$ cat src/rtl/cfg_slice_alu_pipe.sv
// Two-stage valid/ready slice ALU: stage A latches operands with per-bit P/G,
// stage B ripples the carry and registers the result with chained carry/zero/ones flags.
module cfg_slice_alu_pipe #(
  parameter int WIDTH = 8
) (
  input  logic             clk,
  input  logic             rst_n,
  input  logic             in_valid,
  output logic             in_ready,
  input  logic [WIDTH-1:0] in_a,
  input  logic [WIDTH-1:0] in_b,
  input  logic [2:0]       in_op,
  input  logic             in_cin,
  input  logic             in_first,
  input  logic             in_last,
  output logic             out_valid,
  input  logic             out_ready,
  output logic [WIDTH-1:0] out_res,
  output logic             out_cout,
  output logic             out_ovf,
  output logic             out_zero,
  output logic             out_ones,
  output logic             out_gp,
  output logic             out_last
);

  localparam logic [2:0] OP_ADD   = 3'd0;
  localparam logic [2:0] OP_SUB   = 3'd1;
  localparam logic [2:0] OP_AND   = 3'd2;
  localparam logic [2:0] OP_OR    = 3'd3;
  localparam logic [2:0] OP_XOR   = 3'd4;
  localparam logic [2:0] OP_PASSA = 3'd5;
  localparam logic [2:0] OP_INC   = 3'd6;

  function automatic logic is_arith(input logic [2:0] op);
    return (op == OP_ADD) || (op == OP_SUB) || (op == OP_INC);
  endfunction

  function automatic logic [WIDTH-1:0] logic_op(input logic [2:0] op,
                                               input logic [WIDTH-1:0] a,
                                               input logic [WIDTH-1:0] b);
    case (op)
      OP_AND:   return a & b;
      OP_OR:    return a | b;
      OP_XOR:   return a ^ b;
      OP_PASSA: return a;
      default:  return ~a;
    endcase
  endfunction

  // carries[i] is the carry into bit i; carries[WIDTH] is the carry out
  function automatic logic [WIDTH:0] ripple(input logic [WIDTH-1:0] p,
                                            input logic [WIDTH-1:0] g,
                                            input logic cin);
    logic [WIDTH:0] c;
    c[0] = cin;
    for (int i = 0; i < WIDTH; i++) c[i+1] = g[i] | (p[i] & c[i]);
    return c;
  endfunction

  logic             vld_p0, fresh, chain_c;
  logic [WIDTH-1:0] a_p0, b_p0, p_p0, g_p0;
  logic [2:0]       op_p0;
  logic             cin_p0, first_p0, last_p0;
  logic [WIDTH-1:0] b_eff, res_nx;
  logic [WIDTH:0]   carries;
  logic             accept, xfer, arith_p0, cin_sel;

  assign xfer     = vld_p0 & (~out_valid | out_ready);
  assign in_ready = ~vld_p0 | xfer;
  assign accept   = in_valid & in_ready;

  always_comb begin
    b_eff = in_b;
    if (in_op == OP_SUB) b_eff = ~in_b;
    else if (in_op == OP_INC) b_eff = '0;
  end

  // ---- stage A: operand and propagate/generate register ----
  always_ff @(posedge clk) begin
    if (accept) begin
      a_p0     <= in_a;
      b_p0     <= in_b;
      op_p0    <= in_op;
      cin_p0   <= in_cin;
      first_p0 <= in_first | fresh;
      last_p0  <= in_last;
      p_p0     <= in_a ^ b_eff;
      g_p0     <= in_a & b_eff;
    end
  end

  assign arith_p0 = is_arith(op_p0);
  assign cin_sel  = first_p0 ? ((op_p0 == OP_ADD) ? cin_p0 : 1'b1) : chain_c;
  assign carries  = ripple(p_p0, g_p0, cin_sel);
  assign res_nx   = arith_p0 ? (p_p0 ^ carries[WIDTH-1:0]) : logic_op(op_p0, a_p0, b_p0);

  // ---- stage B: result and flag register; out_zero/out_ones double as chain accumulators ----
  always_ff @(posedge clk or negedge rst_n) begin
    if (!rst_n) begin
      vld_p0    <= 1'b0;
      fresh     <= 1'b1;
      chain_c   <= 1'b0;
      out_valid <= 1'b0;
      out_res   <= '0;
      out_cout  <= 1'b0;
      out_ovf   <= 1'b0;
      out_zero  <= 1'b0;
      out_ones  <= 1'b0;
      out_gp    <= 1'b0;
      out_last  <= 1'b0;
    end else begin
      if (accept) begin
        vld_p0 <= 1'b1;
        fresh  <= 1'b0;
      end else if (xfer) begin
        vld_p0 <= 1'b0;
      end
      if (xfer) out_valid <= 1'b1;
      else if (out_ready) out_valid <= 1'b0;
      if (xfer) begin
        out_res  <= res_nx;
        out_cout <= arith_p0 & carries[WIDTH];
        out_ovf  <= arith_p0 & (carries[WIDTH] ^ carries[WIDTH-1]);
        out_zero <= (res_nx == '0) & (first_p0 | out_zero);
        out_ones <= (&res_nx) & (first_p0 | out_ones);
        out_gp   <= arith_p0 & (&p_p0);
        out_last <= last_p0;
        if (last_p0) chain_c <= 1'b0;
        else if (arith_p0) chain_c <= carries[WIDTH];
      end
    end
  end

endmodule
$ cat config.mk
export PLATFORM = sky130hd
export DESIGN_NAME = cfg_slice_alu_pipe
export DESIGN_NICKNAME = d
export VERILOG_FILES = /design/src/rtl/cfg_slice_alu_pipe.sv
export SDC_FILE = /design/constraint.sdc
export NUM_CORES = 1
export LEC_CHECK = 0
export CAP_MARGIN = 10
export CORE_MARGIN = 2
export CORE_UTILIZATION = 36
export CTS_CLUSTER_SIZE = 10
export DETAILED_ROUTE_END_ITERATION = 10
export GPL_TIMING_DRIVEN = 0
export SYNTH_ARGS = -nofsm -noshare
export SYNTH_HDL_FRONTEND = slang
export SYNTH_SLANG_ARGS = --single-unit
export TNS_END_PERCENT = 30
$ cat constraint.sdc
create_clock -name clk -period 6.4 [get_ports clk]
set_input_delay 0.64 -clock clk [delete_from_list [all_inputs] [get_ports clk]]
set_output_delay 0.64 -clock clk [all_outputs]
set_load 0.02 [all_outputs]
==> metrics.cfg <==
[sta]
rsz0062_at_grt = false
period_minus_slack_ps = 5410
slew_violations = 0
hold_viol = 0
fmax_mhz = 185
setup_viol = 0
fin_skew_ps = 4.10
fin_setup_tns_ps = 0
fin_crit_sh_pct = 84.5
worstMarginPinSlew_ps = 912
slew_headroom_pct = 39.2

[final_layout]
drive_gt1_share_pct = 9.09
nNetsFinal = 376
nFillCells = 808
num_antenna_cells = 0
area_growth_pct = 20.5
fin_util_pct = 45.0

[routing]
drt_pass1_iterations = 4
vias = 2196
postRouteAntennaNets = 0
drt_iter0_drc = 143
wl_per_cell_um = 15.3
drcViolationCount = 0
via_per_inst = 5.18
drt_wl_total_um = 6490

[floorplanning]
num_rows = 33
die_h_um = 96.6
core_um2 = 8260
die_area_um2 = 9330
top_level_ports = 42
die_w_um = 96.6
start_util_pct = 37.4

[synthesis]
synth_ff_type = edfxtp_1
synth_compound_area_share_pct = 15.8
yosys_warnings = 0
yosysSeqAreaShare_pct = 51.6
synthCells = 270
synth_top_family_by_area = compound AO/OA/AOI/OAI gates
syn-cell-area_um2 = 3090
synth_top_area_share_pct = 37.0
ys_seq_elements = 56
ys_types = 42
synth_fa_ha_area_share_pct = 13.0
synth-xor-area-share_pct = 0.284
ys_top_cells_by_area = edfxtp_1, dfrtp_1, ha_1, a211oi_1, mux2i_1
async_flop_share_pct = 32.1
syn_area_per_cell_um2 = 11.4
post-synth-top-count-cell = edfxtp_1
synthMuxAreaShare_pct = 3.69
synth_nets = 328
synth_edf_count = 38
synthSimpleGateAreaFrac_pct = 11.2
synth_top_area_cell = edfxtp_1
synth_common_cells = edfxtp_1, ha_1, inv_1, nand2_1, dfrtp_1

[setup_path]
reg2reg_to = out_zero
crit_required_ps = 6620
path_max_fanout = 10
start_kind = flop
crit_end = out_zero
critical_path_class = reg2reg
reg2reg_from = op_p0[2]
critPathCaptureType = flop
r2r_setup_slack_ps = 990
reg2reg_depth = 22
cp.arrival_ps = 5630
crit_path_start = op_p0[2]

[global_routing]
grt_max_degree = 40
grt_pass1_vias = 2158
grt_antenna_before_repair = 0
grt_usage_pct = 15.2
grt_pass1_wl_um = 10600
gr-total-overflow = 0

[clock_network]
holdBufCountCts = 0
clk_pin_slew_worst_paths_ps = 100
clock_latency_ps = 310
h-tree-depth = 2
post_cts_buffers = 0
cts_tree = yes
cts_root_buf = clkbuf_8
numCtsBuffers = 5
cts_max_path_buffers = 2
cts_sinks = 56
cts_resized = 0

[pwr]
leakage_nw = 1.53
vdd.ir_drop.worst_v = 0.0000803
p_per_area_nw_per_um2 = 229

[placed_design]
port_buffers = 41
dp.final_hpwl_um = 4900
place_congestion = 0.798

[hold_path]
hp-class = reg2reg

[job]
drv_cap = 0

[status]
status = complete, no violations

-- worst max-delay path: stages (launching register included) --
cell and delay [ps]:
edfxtp_1 460, buf_6 180, buf_4 180, nor4_1 230
a21oi_1 110, ha_1 180, or2_2 270, ha_1 180
or2_2 280, ha_1 200, or2_2 270, ha_1 180
or2_2 270, ha_1 170, or2_2 300, ha_1 170
or2_2 270, ha_1 170, or2_2 320, ha_1 310
a32oi_2 220, nand4_1 130, o31ai_1 260
-- area by class of cell --
| cell class | count | area (um2) | area share, % |
|---|---|---|---|
| Buffer | 11 | 65.1 | 1.75 |
| Clock buffer | 8 | 90.1 | 2.42 |
| Inverter | 19 | 71.3 | 1.92 |
| Multi-Input combinational cell | 184 | 1360 | 36.5 |
| Sequential cell | 56 | 1590 | 42.8 |
| Tap cell | 105 | 131 | 3.53 |
| Timing Repair Buffer | 41 | 410 | 11.0 |
-- worst min-delay path by stage --
stage / startpoint / end / slack [ps] / depth (start not counted)
6_report: out_ovf / out_ovf / 490 / 2
3_3_place_gp: out_res[6] / out_res[6] / 470 / 2
3_5_place_dp: out_res[2] / out_res[2] / 470 / 1
2_1_floorplan: rst_n / chain_c / 340 / 0
5_1_grt: fresh / fresh / 500 / 1
4_1_cts: fresh / fresh / 490 / 1
-- flip-flops by register name, indices dropped and copies added (netlist names), 3 cells and up --
signal and count:
out_res 8, g_p0 8, p_p0 8, b_p0 8, op_p0 3, a_p0 8
-- metal layers --
| layer | wire [um] | global-route usage (%) |
|---|---|---|
| met1 | 3140 | 19.8 |
| met4 | 134 | 5.28 |
| met5 | 0 | 0 |
| met3 | 269 | 2.87 |
| met2 | 2940 | 25.5 |
-- through the flow --
step / worst slack [ps] / total power [mW] / std cells / area, um2 / hold WS [ps]
2_1_floorplan: 1410 / 0.570 / 270 / 3090 / 344
3_3_place_gp: 971 / 0.655 / 416 / 3630 / 466
3_5_place_dp: 1010 / 0.660 / 416 / 3630 / 471
4_1_cts: 944 / 0.859 / 424 / 3720 / 492
5_1_grt: 559 / 0.900 / 424 / 3720 / 501
6_report: 993 / 0.850 / 424 / 3720 / 490
-- kinds of logic after synthesis --
| family | Yosys count |
|---|---|
| mux | 11 |
| xor+xnor | 1 |
| flops | 56 |
| buf+inv | 30 |
| compound gates | 72 |
| fa+ha+maj | 32 |
| simple gates | 68 |
-- cell usage in the layout (no fill, tap or decap), types with 3 or more instances in the layout --
cell             instances
clkdlybuf4s50_1         41
mux2_2                   3
a211oi_1                14
nand2_1                 18
or2_2                    8
clkbuf_1                 6
mux2i_1                  8
nand4_1                  4
o21ai_0                 14
a21o_1                   3
dfrtp_1                 17
nand2b_1                 4
a32o_1                   4
ha_1                    32
nand3b_1                 4
a21oi_1                 15
buf_2                    4
a221o_1                  4
clkbuf_8                 6
edfxtp_1                38
o22ai_1                  5
nor2_1                  16
nor2b_1                  5
inv_1                   18
-- power breakdown --
group | internal, mW | switching [mW]
registers | 0.428 | 0.0220
clock network | 0.0886 | 0.111
logic | 0.0930 | 0.107
No activity file was read; power rests on OpenSTA's default activity.
